## src/rtl/hazard_forward_unit_pkg.sv

```systemverilog
// Shared pipeline definitions: register-address width and the EX operand-mux
// select encoding used by the forwarding logic and the datapath mux.
package hazard_forward_unit_pkg;

  localparam int PIPE_AW = 5;

  typedef enum logic [1:0] {
    FWD_IDEX  = 2'b00,
    FWD_MEMWB = 2'b01,
    FWD_EXMEM = 2'b10
  } fwd_sel_e;

endpackage

```

## src/rtl/hazard_forward_unit_fwd_select.sv

```systemverilog
// Per-operand forwarding select: picks the youngest in-flight writer of src,
// never forwarding register 0.
module fwd_select
  import hazard_forward_unit_pkg::*;
#(
  parameter int AW = PIPE_AW
) (
  input  logic [AW-1:0] src,
  input  logic [AW-1:0] exmem_dst,
  input  logic          exmem_regwrite,
  input  logic [AW-1:0] memwb_dst,
  input  logic          memwb_regwrite,
  output logic [1:0]    sel
);

  logic exmem_hit;
  logic memwb_hit;

  assign exmem_hit = exmem_regwrite && (exmem_dst != '0) && (exmem_dst == src);
  assign memwb_hit = memwb_regwrite && (memwb_dst != '0) && (memwb_dst == src);

  // EX/MEM holds the younger result, so it takes priority over MEM/WB.
  always_comb begin
    sel = FWD_IDEX;
    if (exmem_hit)
      sel = FWD_EXMEM;
    else if (memwb_hit)
      sel = FWD_MEMWB;
  end

endmodule

```

## src/rtl/hazard_forward_unit.sv

```systemverilog
// Load-use hazard detection and EX-stage operand forwarding for a 5-stage
// pipeline, with a saturating count of stall cycles.
module hazard_forward_unit
  import hazard_forward_unit_pkg::*;
#(
  parameter int AW = PIPE_AW,
  parameter int CW = 16
) (
  input  logic          clk,
  input  logic          rst,
  input  logic [AW-1:0] id_rs,
  input  logic [AW-1:0] id_rt,
  input  logic          id_uses_rt,
  input  logic [AW-1:0] id_dst,
  input  logic          id_regwrite,
  input  logic          id_memread,
  input  logic          flush,
  output logic [1:0]    fwd_a,
  output logic [1:0]    fwd_b,
  output logic          stall,
  output logic [CW-1:0] stall_cnt
);

  logic [AW-1:0] idex_rs_p0;
  logic [AW-1:0] idex_rt_p0;
  logic [AW-1:0] idex_dst_p0;
  logic          idex_regwrite_p0;
  logic          idex_memread_p0;
  logic [AW-1:0] exmem_dst_p1;
  logic          exmem_regwrite_p1;
  logic [AW-1:0] memwb_dst_p2;
  logic          memwb_regwrite_p2;
  logic          bubble;

  function automatic logic [CW-1:0] sat_inc(input logic [CW-1:0] v);
    return (&v) ? v : v + 1'b1;
  endfunction

  assign stall = idex_memread_p0 && (idex_dst_p0 != '0) &&
                 ((idex_dst_p0 == id_rs) || (id_uses_rt && (idex_dst_p0 == id_rt)));
  assign bubble = stall || flush;

  // ID -> ID/EX; sources still load on a bubble so forwarding stays harmless
  always_ff @(posedge clk) begin
    if (rst) begin
      idex_rs_p0       <= '0;
      idex_rt_p0       <= '0;
      idex_dst_p0      <= '0;
      idex_regwrite_p0 <= 1'b0;
      idex_memread_p0  <= 1'b0;
    end else begin
      idex_rs_p0       <= id_rs;
      idex_rt_p0       <= id_rt;
      idex_dst_p0      <= bubble ? '0 : id_dst;
      idex_regwrite_p0 <= bubble ? 1'b0 : id_regwrite;
      idex_memread_p0  <= bubble ? 1'b0 : id_memread;
    end
  end

  // ID/EX -> EX/MEM -> MEM/WB
  always_ff @(posedge clk) begin
    if (rst) begin
      exmem_dst_p1      <= '0;
      exmem_regwrite_p1 <= 1'b0;
      memwb_dst_p2      <= '0;
      memwb_regwrite_p2 <= 1'b0;
    end else begin
      exmem_dst_p1      <= idex_dst_p0;
      exmem_regwrite_p1 <= idex_regwrite_p0;
      memwb_dst_p2      <= exmem_dst_p1;
      memwb_regwrite_p2 <= exmem_regwrite_p1;
    end
  end

  always_ff @(posedge clk) begin
    if (rst)
      stall_cnt <= '0;
    else if (stall)
      stall_cnt <= sat_inc(stall_cnt);
  end

  fwd_select #(.AW(AW)) u_fwd_a (
    .src            (idex_rs_p0),
    .exmem_dst      (exmem_dst_p1),
    .exmem_regwrite (exmem_regwrite_p1),
    .memwb_dst      (memwb_dst_p2),
    .memwb_regwrite (memwb_regwrite_p2),
    .sel            (fwd_a)
  );

  fwd_select #(.AW(AW)) u_fwd_b (
    .src            (idex_rt_p0),
    .exmem_dst      (exmem_dst_p1),
    .exmem_regwrite (exmem_regwrite_p1),
    .memwb_dst      (memwb_dst_p2),
    .memwb_regwrite (memwb_regwrite_p2),
    .sel            (fwd_b)
  );

endmodule

```

## config.mk

```make
export PLATFORM = sky130hd
export DESIGN_NAME = hazard_forward_unit
export DESIGN_NICKNAME = d
export VERILOG_FILES = /design/src/rtl/hazard_forward_unit_pkg.sv /design/src/rtl/hazard_forward_unit_fwd_select.sv /design/src/rtl/hazard_forward_unit.sv
export SDC_FILE = /design/constraint.sdc
export NUM_CORES = 1
export LEC_CHECK = 0
export CAP_MARGIN = 40
export CORE_MARGIN = 2
export CORE_UTILIZATION = 50
export CTS_CLUSTER_SIZE = 12
export DETAILED_ROUTE_END_ITERATION = 16
export HOLD_SLACK_MARGIN = 0.03
export PLACE_DENSITY = 0.78
export SKIP_CTS_REPAIR_TIMING = 1
export SYNTH_ARGS = -nofsm -noshare
export SYNTH_HDL_FRONTEND = slang
export SYNTH_SLANG_ARGS = --single-unit
export TNS_END_PERCENT = 5
```

## constraint.sdc

```tcl
create_clock -name clk -period 3.7 [get_ports clk]
set_input_delay 0.74 -clock clk [delete_from_list [all_inputs] [get_ports clk]]
set_output_delay 0.74 -clock clk [all_outputs]
set_load 0.05 [all_outputs]
```

==> flow_summary_export.csv, run 1 <==
group,metric,value,unit
global_route,first_global_vias,1440,
status,status,"finished, final reports clean",
power,power,0.0009598,W
sta,fin_crit,3.304,ns
logic_synthesis,synth.top_cells.by_area,"sky130_fd_sc_hd__dfxtp_1 44%, sky130_fd_sc_hd__xor2_1 9.8%, sky130_fd_sc_hd__nor2b_1 7.6%",
placed_design,port-buffer-count,41,
final_layout,finalInstanceArea,2601,um2
sta,timing.final.ws_setup,0.3962,ns
final_layout,area.growth.synth_to_final,26.00,%
placed_design,place_hpwl,3.109,mm
sta,worst_slew_margin_relative_to_its_limit,0.5060,
sta,setup-violations-final,0,
setup_path,timing.setup.critical_path_class,"flip-flop to primary output",
power,power.static_leakage,0.9959,nW
global_route,initial_antenna_violation_count,0,
sta,tns,0,ns
sta,timing_worst_slew_pin_value,0.7386,ns
placed_design,place_congestion,0.8351,
global_route,grt_usage,0.2006,
logic_synthesis,synth.largest_area_cell,"sky130_fd_sc_hd__dfxtp_1",
min_path,worst_hold_path_type,"flip-flop to flip-flop",
clocking,cts.sinks,45,
clocking,clock_tree_from_tritoncts,"yes",
logic_synthesis,synth-edff-count,0,
route,postRouteWirelength,4.177,mm
logic_synthesis,synth.net_count,242,
power,pwr_density_cell,369.0,nW/um2
setup_path,reg2reg_slack,1.32,ns
logic_synthesis,synth_area,2064,um2
sta,final_min_period_over_clock_period,0.8929,
run,number_of_max_cap_violations,0,
clocking,cts_inserted_buffers,5,
logic_synthesis,synth-warning-count,0,
clocking,clock_tree.buffer_depth,2,
floorplan,floorplan.initialDensity,0.5161,
clocking,clk_pin_slew,0.08,ns
placed_design,placed_area,2485,um2
logic_synthesis,synthArstFlopShare,0,
logic_synthesis,dominant_synthesized_flop_cell,"sky130_fd_sc_hd__dfxtp_1",
setup_path,crit_path_max_fanout,4,
floorplan,floorplan.die_area,4659,um2
clocking,cts.htree.levels,2,
sta,final-max-slew-violation-count,0,
route,initialDrtViolationCount,42,
final_layout,design.final.nets,281,
setup_path,worst_setup_path_start_kind,"flip-flop",
power,worst_ir_drop_vdd,0.3379,mV
route,antenna_left,0,
logic_synthesis,post_synth_inst_count,220,
route,wl_met2,2.057,mm
floorplan,die_y,68.26,um
clocking,clk_root_buffer_cell,"sky130_fd_sc_hd__clkbuf_8",
clocking,clkLatencyLatePin,0.30,ns
global_route,globalRoute.totalOverflow,0,
floorplan,num_io_pins,42,
global_route,grt_first_pass_wirelength,6.768,mm
route,wire_per_inst,13.47,um
setup_path,timing.critical_path.arrival,2.56,ns
final_layout,insertedDiodeCount,0,
sta,final_hold_viol_count,0,
route,route.met3.wl,131,um
floorplan,rows,23,
logic_synthesis,synth-seq-area-share,0.4364,
final_layout,final.fill_count,337,
final_layout,final_layout_size_suffix_gt1_frac,0.05769,
route,detailroute.via_count,1673,
route,firstDrtPassIters,4,
floorplan,placeableCoreArea,4000,um2
sta,clock.fmax,302.7,MHz
setup_path,setup.worst_path.end_class,"primary output",
route,met1_length,1.920,mm
placed_design,post_place_setup_slack,0.7219,ns
floorplan,chipWidth,68.26,um
logic_synthesis,synth_top_area_share,0.4364,
logic_synthesis,number_of_flip_flops_and_latches_in_the_synthesized_netlist,45,
sta,grt_setup_unrepaired,"no",
route,route.detailed.drc,0,
sta,worst_clock_skew,0.003143,ns
route,route.detailed.vias_per_inst,5.397,
setup_path,critical_path_required,2.96,ns
logic_synthesis,synthDistinctLibCells,35,
route,highest_metal_used,"met4",
global_route,pin_count_of_the_biggest_net_entering_global_routing,30,
logic_synthesis,syn_area_per_cell,9.384,um2
## sequential cells by signal (all words and copies together) (netlist names)
name and flops:
idex_rt_p0 5, memwb_dst_p2 5, stall_cnt 16, idex_regwrite_p0 1, memwb_regwrite_p2 1, idex_rs_p0 5
exmem_regwrite_p1 1, idex_dst_p0 5, idex_memread_p0 1, exmem_dst_p1 5
## critical path: stages, from the launching register on
cell                              delay [ns]
sky130_fd_sc_hd__dfxtp_1                0.35
sky130_fd_sc_hd__or4_1                  0.52
sky130_fd_sc_hd__o21ai_1                0.18
sky130_fd_sc_hd__nor4_1                 0.10
sky130_fd_sc_hd__nor4_1                 0.27
sky130_fd_sc_hd__clkdlybuf4s50_1        0.84
## cell usage after synthesis, types with 4 or more instances
cell type / count
sky130_fd_sc_hd__or4_1: 10
sky130_fd_sc_hd__nand4_1: 5
sky130_fd_sc_hd__a21oi_1: 12
sky130_fd_sc_hd__nor2_1: 11
sky130_fd_sc_hd__clkbuf_1: 6
sky130_fd_sc_hd__xnor2_1: 7
sky130_fd_sc_hd__nor2b_1: 25
sky130_fd_sc_hd__o21ai_0: 6
sky130_fd_sc_hd__o31ai_1: 4
sky130_fd_sc_hd__xor2_1: 23
sky130_fd_sc_hd__nand2_1: 6
sky130_fd_sc_hd__or3_1: 7
sky130_fd_sc_hd__inv_1: 4
sky130_fd_sc_hd__o211ai_1: 4
sky130_fd_sc_hd__dfxtp_1: 45
sky130_fd_sc_hd__and2_1: 7
sky130_fd_sc_hd__nor3_1: 5
sky130_fd_sc_hd__nor4_1: 5
## report_power, final
group | switching (W) | internal, W | leakage, nW | total (W)
clock network | 0.000159 | 0.000220 | 0.0585 | 0.000379
logic | 0.0000312 | 0.0000416 | 0.570 | 0.0000728
registers | 0.0000120 | 0.000496 | 0.367 | 0.000508
## cells in the final DEF, fill, tap and decap left out, types with 2 or more instances in the layout
master,synthesis,layout
sky130_fd_sc_hd__dfxtp_1,45,45
sky130_fd_sc_hd__clkdlybuf4s50_1,0,40
sky130_fd_sc_hd__nor2b_1,25,25
sky130_fd_sc_hd__xor2_1,23,23
sky130_fd_sc_hd__a21oi_1,12,12
sky130_fd_sc_hd__nor2_1,11,11
sky130_fd_sc_hd__or4_1,10,10
sky130_fd_sc_hd__xnor2_1,7,7
sky130_fd_sc_hd__or3_1,7,7
sky130_fd_sc_hd__and2_1,7,7
sky130_fd_sc_hd__o21ai_0,6,6
sky130_fd_sc_hd__nand2_1,6,6
sky130_fd_sc_hd__clkbuf_8,0,6
sky130_fd_sc_hd__nor4_1,5,5
sky130_fd_sc_hd__nor3_1,5,5
sky130_fd_sc_hd__nand4_1,5,5
sky130_fd_sc_hd__inv_1,4,4
sky130_fd_sc_hd__o31ai_1,4,4
sky130_fd_sc_hd__o211ai_1,4,4
sky130_fd_sc_hd__o21ai_1,3,3
sky130_fd_sc_hd__nand3_1,3,3
sky130_fd_sc_hd__and3_1,3,3
sky130_fd_sc_hd__mux2_1,3,3
sky130_fd_sc_hd__buf_4,2,3
sky130_fd_sc_hd__o21a_1,2,2
## logic make-up (layout without fill, tap and decap cells)
group	count (synthesis)	count (layout)	synth area share
flops	45	45	0.4364
fa+ha+maj	1	1	0.006060
xor+xnor	30	30	0.1273
compound gates	35	35	0.1061
mux	4	4	0.02363
buf+inv	15	55	0.03878
simple gates	90	90	0.2618
## cell type report
cell class	count	area, um2	area share
inverter	4	15.01	0.005772
timing repair buffer	43	422.9	0.1626
clock buffer	7	86.33	0.03319
multi-input combinational	160	1084	0.4165
sequential	45	900.9	0.3463
tap	50	62.56	0.02405
clock inverter	1	30.03	0.01154
## layer usage
layer	track usage	up-vias
met5	0	-
met4	0.07500	0
met3	0.06414	6
met2	0.3216	23
met1	0.2513	793
li1	-	851
## worst paths after layout
kind | end | cells past startpoint | start
hold reg to reg | exmem_regwrite_p1 | 1 | idex_regwrite_p0
setup / recovery | fwd_a[0] | 5 | exmem_dst_p1[0]
setup reg to reg | stall_cnt[6] | 6 | stall_cnt[0]
hold / removal | exmem_regwrite_p1 | 1 | idex_regwrite_p0
## through the flow
stage,cells,util,hold slack [ns]
final,310,0.6503,0.4467
after global routing,310,0.6503,0.4627
after CTS,310,0.6503,0.4526
after detailed placement,302,0.6212,0.4334
after global placement,302,0.6212,0.4384
after floorplan,220,-,0.4138
Note: power is estimated with default switching activity, not from simulation.
==> run 2: changes to the inputs <==
--- a/config.mk
+++ b/config.mk
@@ -6,12 +6,10 @@
 export NUM_CORES = 1
 export LEC_CHECK = 0
 export CAP_MARGIN = 40
-export CORE_MARGIN = 2
-export CORE_UTILIZATION = 50
+export CORE_UTILIZATION = 35
 export CTS_CLUSTER_SIZE = 12
 export DETAILED_ROUTE_END_ITERATION = 16
 export HOLD_SLACK_MARGIN = 0.03
-export PLACE_DENSITY = 0.78
 export SKIP_CTS_REPAIR_TIMING = 1
 export SYNTH_ARGS = -nofsm -noshare
 export SYNTH_HDL_FRONTEND = slang
==> run 2 against run 1 <==
Total power is 0.70% lower. Critical path depth unchanged. Combinational power up 3.8%. Clock-buffer cell count is 2 lower. Largest cell class unchanged.
==> flow_summary_export.csv, run 2 (synthesis results as in run 1) <==
group,metric,value,unit
floorplan,floorplan.die_area,6209,um2
sta,grt_setup_unrepaired,"no",
setup_path,reg2reg_from,"stall_cnt[0]",
sta,clock.fmax,304.6,MHz
final_layout,final_layout_size_suffix_gt1_frac,0.06870,
placed_design,port-buffer-count,41,
final_layout,largest_register_ffs,16,
global_route,grt_first_pass_wirelength,7.500,mm
min_path,worst_hold_path_type,"flip-flop to flip-flop",
clocking,cts.htree.levels,2,
clocking,cts.sinks,45,
route,route.detailed.drc,0,
final_layout,largest_reg_by_ff_count,"stall_cnt",
floorplan,floorplan.initialDensity,0.3681,
sta,worst_slew_margin_relative_to_its_limit,0.6105,
placed_design,post_place_setup_slack,0.7457,ns
sta,final-max-slew-violation-count,0,
route,firstDrtPassIters,4,
setup_path,timing.setup.critical_path_class,"flip-flop to primary output",
route,postRouteWirelength,4.348,mm
sta,timing.final.ws_setup,0.4170,ns
global_route,initial_antenna_violation_count,0,
route,antenna_left,0,
power,pwr_density_cell,360.7,nW/um2
min_path,hold_start,"idex_regwrite_p0",
floorplan,rows,27,
placed_design,place_congestion,0.7787,
route,route.detailed.vias_per_inst,4.895,
clocking,clock_tree.buffer_depth,2,
floorplan,num_io_pins,42,
clocking,cts_inserted_buffers,5,
sta,final_hold_viol_count,0,
run,number_of_max_cap_violations,0,
route,wire_per_inst,13.02,um
sta,final_min_period_over_clock_period,0.8873,
global_route,globalRoute.totalOverflow,0,
setup_path,crit_path_max_fanout,4,
sta,timing_worst_slew_pin_value,0.5825,ns
power,worst_ir_drop_vdd,0.1413,mV
clocking,clk_root_buffer_cell,"sky130_fd_sc_hd__clkbuf_8",
sta,worst_clock_skew,0.006407,ns
final_layout,design.final.nets,283,
floorplan,die_y,78.80,um
final_layout,ff_latch_area,900.9,um2
setup_path,setup.worst_path.end_class,"primary output",
final_layout,multi_input_comb_area,1084,um2
final_layout,final.fill_count,573,
global_route,pin_count_of_the_biggest_net_entering_global_routing,30,
route,detailroute.via_count,1635,
clocking,clk_pin_slew,0.09,ns
sta,setup-violations-final,0,
global_route,first_global_vias,1536,
setup_path,startpoint,"exmem_dst_p1[0]",
placed_design,place_hpwl,3.270,mm
floorplan,placeableCoreArea,5608,um2
status,status,"finished, final reports clean",
clocking,clkLatencyLatePin,0.30,ns
final_layout,most_frequent_cells_in_the_layout,"45 x sky130_fd_sc_hd__dfxtp_1, 40 x sky130_fd_sc_hd__clkdlybuf4s50_1, 25 x sky130_fd_sc_hd__nor2b_1",
sta,tns,0,ns
route,initialDrtViolationCount,78,
setup_path,timing.critical_path.arrival,2.54,ns
setup_path,reg2reg_slack,1.29,ns
setup_path,worst_setup_path_start_kind,"flip-flop",
sta,fin_crit,3.283,ns
final_layout,area.growth.synth_to_final,28.00,%
clocking,clock_tree_from_tritoncts,"yes",
final_layout,insertedDiodeCount,0,
setup_path,critical_path_required,2.96,ns
final_layout,final_common_cell,"sky130_fd_sc_hd__dfxtp_1",
power,power.static_leakage,1.001,nW
global_route,grt_usage,0.1571,
floorplan,chipWidth,78.80,um
[run 2: changes by cell type in the layout (fill, tap and decap cells not counted)]
cell                         delta
sky130_fd_sc_hd__clkinvlp_4     +1
sky130_fd_sc_hd__clkinv_4       +1
sky130_fd_sc_hd__clkbuf_8       -1
sky130_fd_sc_hd__clkbuf_1       -1
sky130_fd_sc_hd__buf_4          +2
[run 2: power by group]
group          switching [W]   total, W  leakage (nW)  internal [W]
Clock               0.000168   0.000370        0.0543      0.000202
Combinational      0.0000326  0.0000756         0.580     0.0000429
Sequential         0.0000116   0.000507         0.367      0.000496
Total               0.000212   0.000953          1.00      0.000741
[run 2: layout make-up]
cell class	count	area share
clock buffers	5	0.02604
clock inverters	3	0.01752
inverters	4	0.005682
multi-input cells	160	0.4100
flip-flops and latches	45	0.3409
well taps	72	0.03409
repair buffers	45	0.1657
[run 2: through the flow]
stage,hold slack (ns),cells,total power (W),instance area [um2],utilization
2_1_floorplan,0.4138,220,0.0005588,2064,-
6_report,0.4312,334,0.0009531,2643,0.4712
3_5_place_dp,0.4212,326,0.0005955,2527,0.4507
4_1_cts,0.4348,334,0.0009655,2643,0.4712
5_1_grt,0.4597,334,0.0009966,2643,0.4712
3_3_place_gp,0.4229,326,0.0005951,2527,0.4507
[run 2: final timing paths]
| path | end | depth (start not counted) |
|---|---|---|
| max | fwd_b[0] | 5 |
| min | exmem_regwrite_p1 | 1 |
| max reg2reg | stall_cnt[6] | 6 |
| min reg2reg | exmem_regwrite_p1 | 1 |
[run 2: layer usage]
metal,up-vias,part of all wire,GRT usage,wire [um]
met3,7,0.039,0.03448,170
met4,0,0.017,0.07222,76
li1,851,-,-,-
met5,-,0,0,0
met2,27,0.48,0.2591,2081
met1,750,0.46,0.1943,2019
[run 2: critical path, stage by stage (launching register included)]
cell and delay, ns:
sky130_fd_sc_hd__dfxtp_1 0.35, sky130_fd_sc_hd__or4_1 0.52, sky130_fd_sc_hd__o21ai_1 0.16, sky130_fd_sc_hd__nor4_1 0.09, sky130_fd_sc_hd__nor4_1 0.28, sky130_fd_sc_hd__clkdlybuf4s50_1 0.84
==> run 3: changes to the inputs <==
--- a/config.mk
+++ b/config.mk
@@ -6,10 +6,12 @@
 export NUM_CORES = 1
 export LEC_CHECK = 0
 export CAP_MARGIN = 40
-export CORE_UTILIZATION = 35
+export CORE_MARGIN = 2
+export CORE_UTILIZATION = 54
 export CTS_CLUSTER_SIZE = 12
 export DETAILED_ROUTE_END_ITERATION = 16
 export HOLD_SLACK_MARGIN = 0.03
+export PLACE_DENSITY = 0.83
 export SKIP_CTS_REPAIR_TIMING = 1
 export SYNTH_ARGS = -nofsm -noshare
 export SYNTH_HDL_FRONTEND = slang
==> constraint.sdc (replaced) <==
create_clock -name clk -period 3.9 [get_ports clk]
set_input_delay 0.78 -clock clk [delete_from_list [all_inputs] [get_ports clk]]
set_output_delay 0.78 -clock clk [all_outputs]
set_load 0.05 [all_outputs]
==> run 3 against run 2 <==
First-iteration DRC count fell by 23%. Final cell count fell by 7.5%. Critical path depth did not move. Setup slack improved by 0.15 ns. Die area fell by 30%. Combinational power fell by 8.2%. Global-route usage rose by 5.9 points. Cell area fell by 2.5%. Clock power fell by 26%. Non-clock buffer count fell by 1. Sequential power fell by 4.9%.
==> flow_summary_export.csv, run 3 (synthesis results as in run 1) <==
group,metric,value,unit
setup_path,cpMostUsedCell,"sky130_fd_sc_hd__nor4_1",
final_layout,design.final.nets,282,
final_layout,area.growth.synth_to_final,24.79,%
route,detailroute.via_count,1648,
sta,grt_setup_unrepaired,"no",
sta,worst_hold_slack,0.4339,ns
clocking,clk_pin_slew,0.08,ns
floorplan,floorplan.initialDensity,0.5639,
setup_path,reg2reg_slack,1.49,ns
global_route,first_global_vias,1538,
setup_path,worstPathBufferInverterCount,1,
run,number_of_max_cap_violations,0,
route,initialDrtViolationCount,60,
sta,clock.fmax,300.2,MHz
final_layout,most_frequent_cells_in_the_layout,"45 x sky130_fd_sc_hd__dfxtp_1, 40 x sky130_fd_sc_hd__clkdlybuf4s50_1, 25 x sky130_fd_sc_hd__nor2b_1",
sta,final_hold_viol_count,0,
placed_design,numPlacedInstances,301,
clocking,cts_inserted_buffers,5,
final_layout,layout.cells.non_filler,309,
clocking,clkLatencyLatePin,0.30,ns
route,route.detailed.vias_per_inst,5.333,
clocking,clock_tree.buffer_depth,2,
floorplan,chipWidth,65.83,um
global_route,pin_count_of_the_biggest_net_entering_global_routing,30,
placed_design,port-buffer-count,41,
global_route,met1_usage,0.2813,
global_route,globalRoute.totalOverflow,0,
setup_path,crit_path_max_fanout,4,
final_layout,largest_register_ffs,16,
power,power.static_leakage,0.9862,nW
final_layout,multi_input_comb_area,1084,um2
setup_path,timing.critical_path.slowest_stage_cell,"sky130_fd_sc_hd__clkdlybuf4s50_1",
route,postRouteWirelength,4.092,mm
final_layout,final_common_cell,"sky130_fd_sc_hd__dfxtp_1",
floorplan,floorplan.die_area,4334,um2
global_route,grt_first_pass_wirelength,7.120,mm
sta,setup-violations-final,0,
floorplan,rows,22,
sta,timing_worst_slew_pin_value,0.5998,ns
floorplan,die_y,65.83,um
clocking,clk_root_buffer_cell,"sky130_fd_sc_hd__clkbuf_8",
setup_path,path_delay_family,"simple AND/OR/NAND/NOR gates",
route,firstDrtPassIters,4,
final_layout,finalInstanceArea,2576,um2
route,route.detailed.drc,0,
setup_path,worst_setup_path_start_kind,"flip-flop",
final_layout,ff_latch_area,900.9,um2
min_path,worst_hold_path_type,"flip-flop to flip-flop",
sta,worst_clock_skew,0.009279,ns
setup_path,timing.critical_path.arrival,2.55,ns
setup_path,cp_cell_sequence,"or4_1 -> o21ai_1 -> nor4_1 -> nor4_1 -> clkdlybuf4s50_1",
final_layout,utilization,0.7037,
global_route,grt_usage,0.2157,
sta,worst_slew_margin_relative_to_its_limit,0.5989,
final_layout,largest_reg_by_ff_count,"stall_cnt",
power,pwr_density_cell,320.7,nW/um2
global_route,initial_antenna_violation_count,0,
final_layout,insertedDiodeCount,0,
setup_path,timing.setup.critical_path_class,"flip-flop to primary output",
clocking,clock_tree_from_tritoncts,"yes",
route,antenna_left,0,
setup_path,critical_path_required,3.12,ns
setup_path,setup.worst_path.end_class,"primary output",
placed_design,place_hpwl,3.123,mm
floorplan,placeableCoreArea,3661,um2
sta,final-max-slew-violation-count,0,
route,wire_per_inst,13.24,um
clocking,cts.sinks,45,
final_layout,final_layout_size_suffix_gt1_frac,0.06513,
global_route,global_route.usage.met3,0.04259,
status,status,"finished, final reports clean",
placed_design,placed_area,2490,um2
setup_path,largest_stage_delay_on_the_critical_path,0.84,ns
sta,tns,0,ns
sta,fin_crit,3.331,ns
final_layout,final.fill_count,281,
sta,final_min_period_over_clock_period,0.8541,
global_route,grt-busiest-layer,"met2",
placed_design,place_congestion,0.7844,
global_route,grt_util_met2,0.3510,
floorplan,num_io_pins,42,
clocking,cts.htree.levels,2,
power,worst_ir_drop_vdd,0.2312,mV
[run 3: changes by cell type in the layout (fill, tap and decap cells not counted), sizes merged]
cell	delta
buf	-1
clkinv	+1
bufinv	-1
[run 3: stage by stage]
step                      setup WS [ns]  total power, W
after floorplan                  0.4910       0.0005301
after global placement           0.9098       0.0005616
after detailed placement         0.8783       0.0005628
after CTS                        0.5524       0.0008327
after global routing             0.4613       0.0008628
final                            0.5688       0.0008262
[run 3: path summary, 6_finish.rpt]
path	cells past startpoint	endpoint	from
hold reg to reg	1	exmem_regwrite_p1	idex_regwrite_p0
setup reg to reg	6	stall_cnt[6]	stall_cnt[0]
hold / removal	1	exmem_regwrite_p1	idex_regwrite_p0
setup / recovery	5	fwd_b[0]	exmem_dst_p1[0]
[run 3: area by class of cell]
cell class / count / area share
Clock inverter: 3 / 0.006799
Multi-Input combinational cell: 160 / 0.4206
Inverter: 4 / 0.005828
Sequential cell: 45 / 0.3497
Timing Repair Buffer: 44 / 0.1671
Clock buffer: 5 / 0.02671
Tap cell: 48 / 0.02331
[run 3: worst reg2reg max path, delay by kind of cell (launching register included)]
family / cells / cell delay (ns)
compound gates: 1 / 0.44
fa+ha+maj: 1 / 0.23
flops: 1 / 0.42
mux: 1 / 0.30
simple gates: 3 / 0.91
[run 3: per-layer routing]
| metal | wire length, um | up-vias |
|---|---|---|
| li1 | - | 850 |
| met1 | 1881 | 737 |
| met2 | 1948 | 52 |
| met3 | 179 | 9 |
| met4 | 82 | 0 |
| met5 | 0 | - |
[run 3: power by group]
| part | internal (W) | total, W | switching [W] | leakage (nW) |
|---|---|---|---|---|
| Clock | 0.000124 | 0.000275 | 0.000151 | 0.0439 |
| Combinational | 0.0000400 | 0.0000694 | 0.0000293 | 0.575 |
| Sequential | 0.000470 | 0.000482 | 0.0000114 | 0.367 |
| Total | 0.000634 | 0.000826 | 0.000192 | 0.986 |
==> patch: new RTL, settings of run 3 <==
Reset style: asynchronous (`rst`), changed in 3 clocked blocks.
--- a/src/rtl/hazard_forward_unit.sv
+++ b/src/rtl/hazard_forward_unit.sv
@@ -41,7 +41,7 @@
   assign bubble = stall || flush;
 
   // ID -> ID/EX; sources still load on a bubble so forwarding stays harmless
-  always_ff @(posedge clk) begin
+  always_ff @(posedge clk or posedge rst) begin
     if (rst) begin
       idex_rs_p0       <= '0;
       idex_rt_p0       <= '0;
@@ -58,7 +58,7 @@
   end
 
   // ID/EX -> EX/MEM -> MEM/WB
-  always_ff @(posedge clk) begin
+  always_ff @(posedge clk or posedge rst) begin
     if (rst) begin
       exmem_dst_p1      <= '0;
       exmem_regwrite_p1 <= 1'b0;
@@ -72,7 +72,7 @@
     end
   end
 
-  always_ff @(posedge clk) begin
+  always_ff @(posedge clk or posedge rst) begin
     if (rst)
       stall_cnt <= '0;
     else if (stall)
Function: differs if rst is asserted again (counterexample within 4 cycles, from zero or initial values and one cycle with rst high); with rst held inactive, the same outputs for 10 cycles.
==> patch against run 3 <==
  * Critical path depth unchanged
  * Total power rose by 12%
  * Design area down 0.34%
  * Routed wire length decreased by 4.6%
  * Highest routed layer unchanged
  * Setup slack lost 200 ps
  * Count of clock-buffer cells in the layout up 1
  * Area after synthesis is 1.9% lower
  * Sequential cell count unchanged
  * Critical path type unchanged
  * Cell count is 15% lower
  * Largest power group unchanged
  * Critical endpoint unchanged
==> patch: results (changes against run 3) <==
[power]
total_power_w = 0.000922  ; +12%
power_frac_seq_pct = 56.1  ; -2.2 points
p_leak_nw = 1.06  ; +7.4%
ir_drop_uv = 278  ; +20%
swShare_pct = 26.5  ; +3.2 points
p_clk_share_pct = 29.1  ; -4.2 points

[yosys]
synth.avg_cell_area_um2 = 12.0  ; +28%
synthAdderAreaFrac_pct = 0.618  ; +0.012 points
ys_types = 30  ; -14%
ys_top_cells_by_count = dfrtp_1 (45), xnor2_1 (30), nand4_1 (14)
synth_nets = 191  ; -21%
synth_compound_gate_area_share_pct = 2.66  ; -7.9 points
async_flop_share_pct = 100  ; +100 points
synthMuxAreaShare_pct = 2.22  ; -0.14 points
synth_xor_area_share_pct = 18.2  ; +5.4 points

[place]
dpl.hpwl_um = 2950  ; -5.5%
dp.cells = 255  ; -15%
pre_cts_slack_ps = 706  ; -172 ps
gp_congestion = 0.812  ; +3.5%

[grt]
grt_pass1_vias = 1519  ; -1.2%
grtUsageTotal_pct = 21.2  ; -0.42 points
grt_start_max_net_pins = 46  ; +53%
grtUsageMet2_pct = 37.1  ; +2.0 points
gr-usage-met1_pct = 25.6  ; -2.6 points
use_met3_pct = 3.77  ; -0.49 points

[critical_path]
arrival_ps = 2750  ; +200 ps
startpoint = exmem_dst_p1[0]$_DFF_PP0_
r2r_start = stall_cnt[0]$_DFFE_PP0P_
r2r_slack_ps = 1650  ; +160 ps

[min_path]
hold-path-cell-count = 0  ; -1
hold_start = idex_regwrite_p0$_DFF_PP0_

[final_layout]
fin_nets = 236  ; -16%
drive_above_1_share_pct = 9.30  ; +2.8 points

[detailed_routing]
num_vias = 1448  ; -12%
wl_met2_um = 2110  ; +8.3%
drt_iter0_markers = 55  ; -8.3%
routed_wl_um = 3900  ; -4.6%
avgViaCountPerCell = 5.51  ; +3.2%
met1_length_um = 1530  ; -19%

[timing]
skew_ps = 8.48  ; -0.800 ps
fin_hold_ws_ps = 357  ; -77.4 ps
worstMarginPinSlew_ps = 541  ; -58.6 ps

[status]
status = completed

[patch: cell types whose count changed after synthesis, sizes merged, moves of 6 or more]
cell	delta
xor2	-11
nand3	+9
nand4	+8
or3	-7
a21oi	-11
dfxtp	-45
nor2b	-25
or4	-6
xnor2	+23
dfrtp	+45
o21ai	-8
[patch: layout make-up]
class                           count  area (um^2)
Fill cell                         275         1070
Clock inverter                      2         10.0
Timing Repair Buffer               43          435
Inverter                            3         11.3
Tap cell                           48         60.1
Multi-Input combinational cell    116          852
Clock buffer                        6         72.6
Sequential cell                    45         1130
[patch: final timing paths]
path / to
hold reg to reg: exmem_regwrite_p1$_DFF_PP0_
setup reg to reg: stall_cnt[1]$_DFFE_PP0P_
setup / recovery: fwd_b[0]
min in group asynchronous: stall_cnt[15]$_DFFE_PP0P_
max in group asynchronous: stall_cnt[2]$_DFFE_PP0P_
hold / removal: exmem_regwrite_p1$_DFF_PP0_
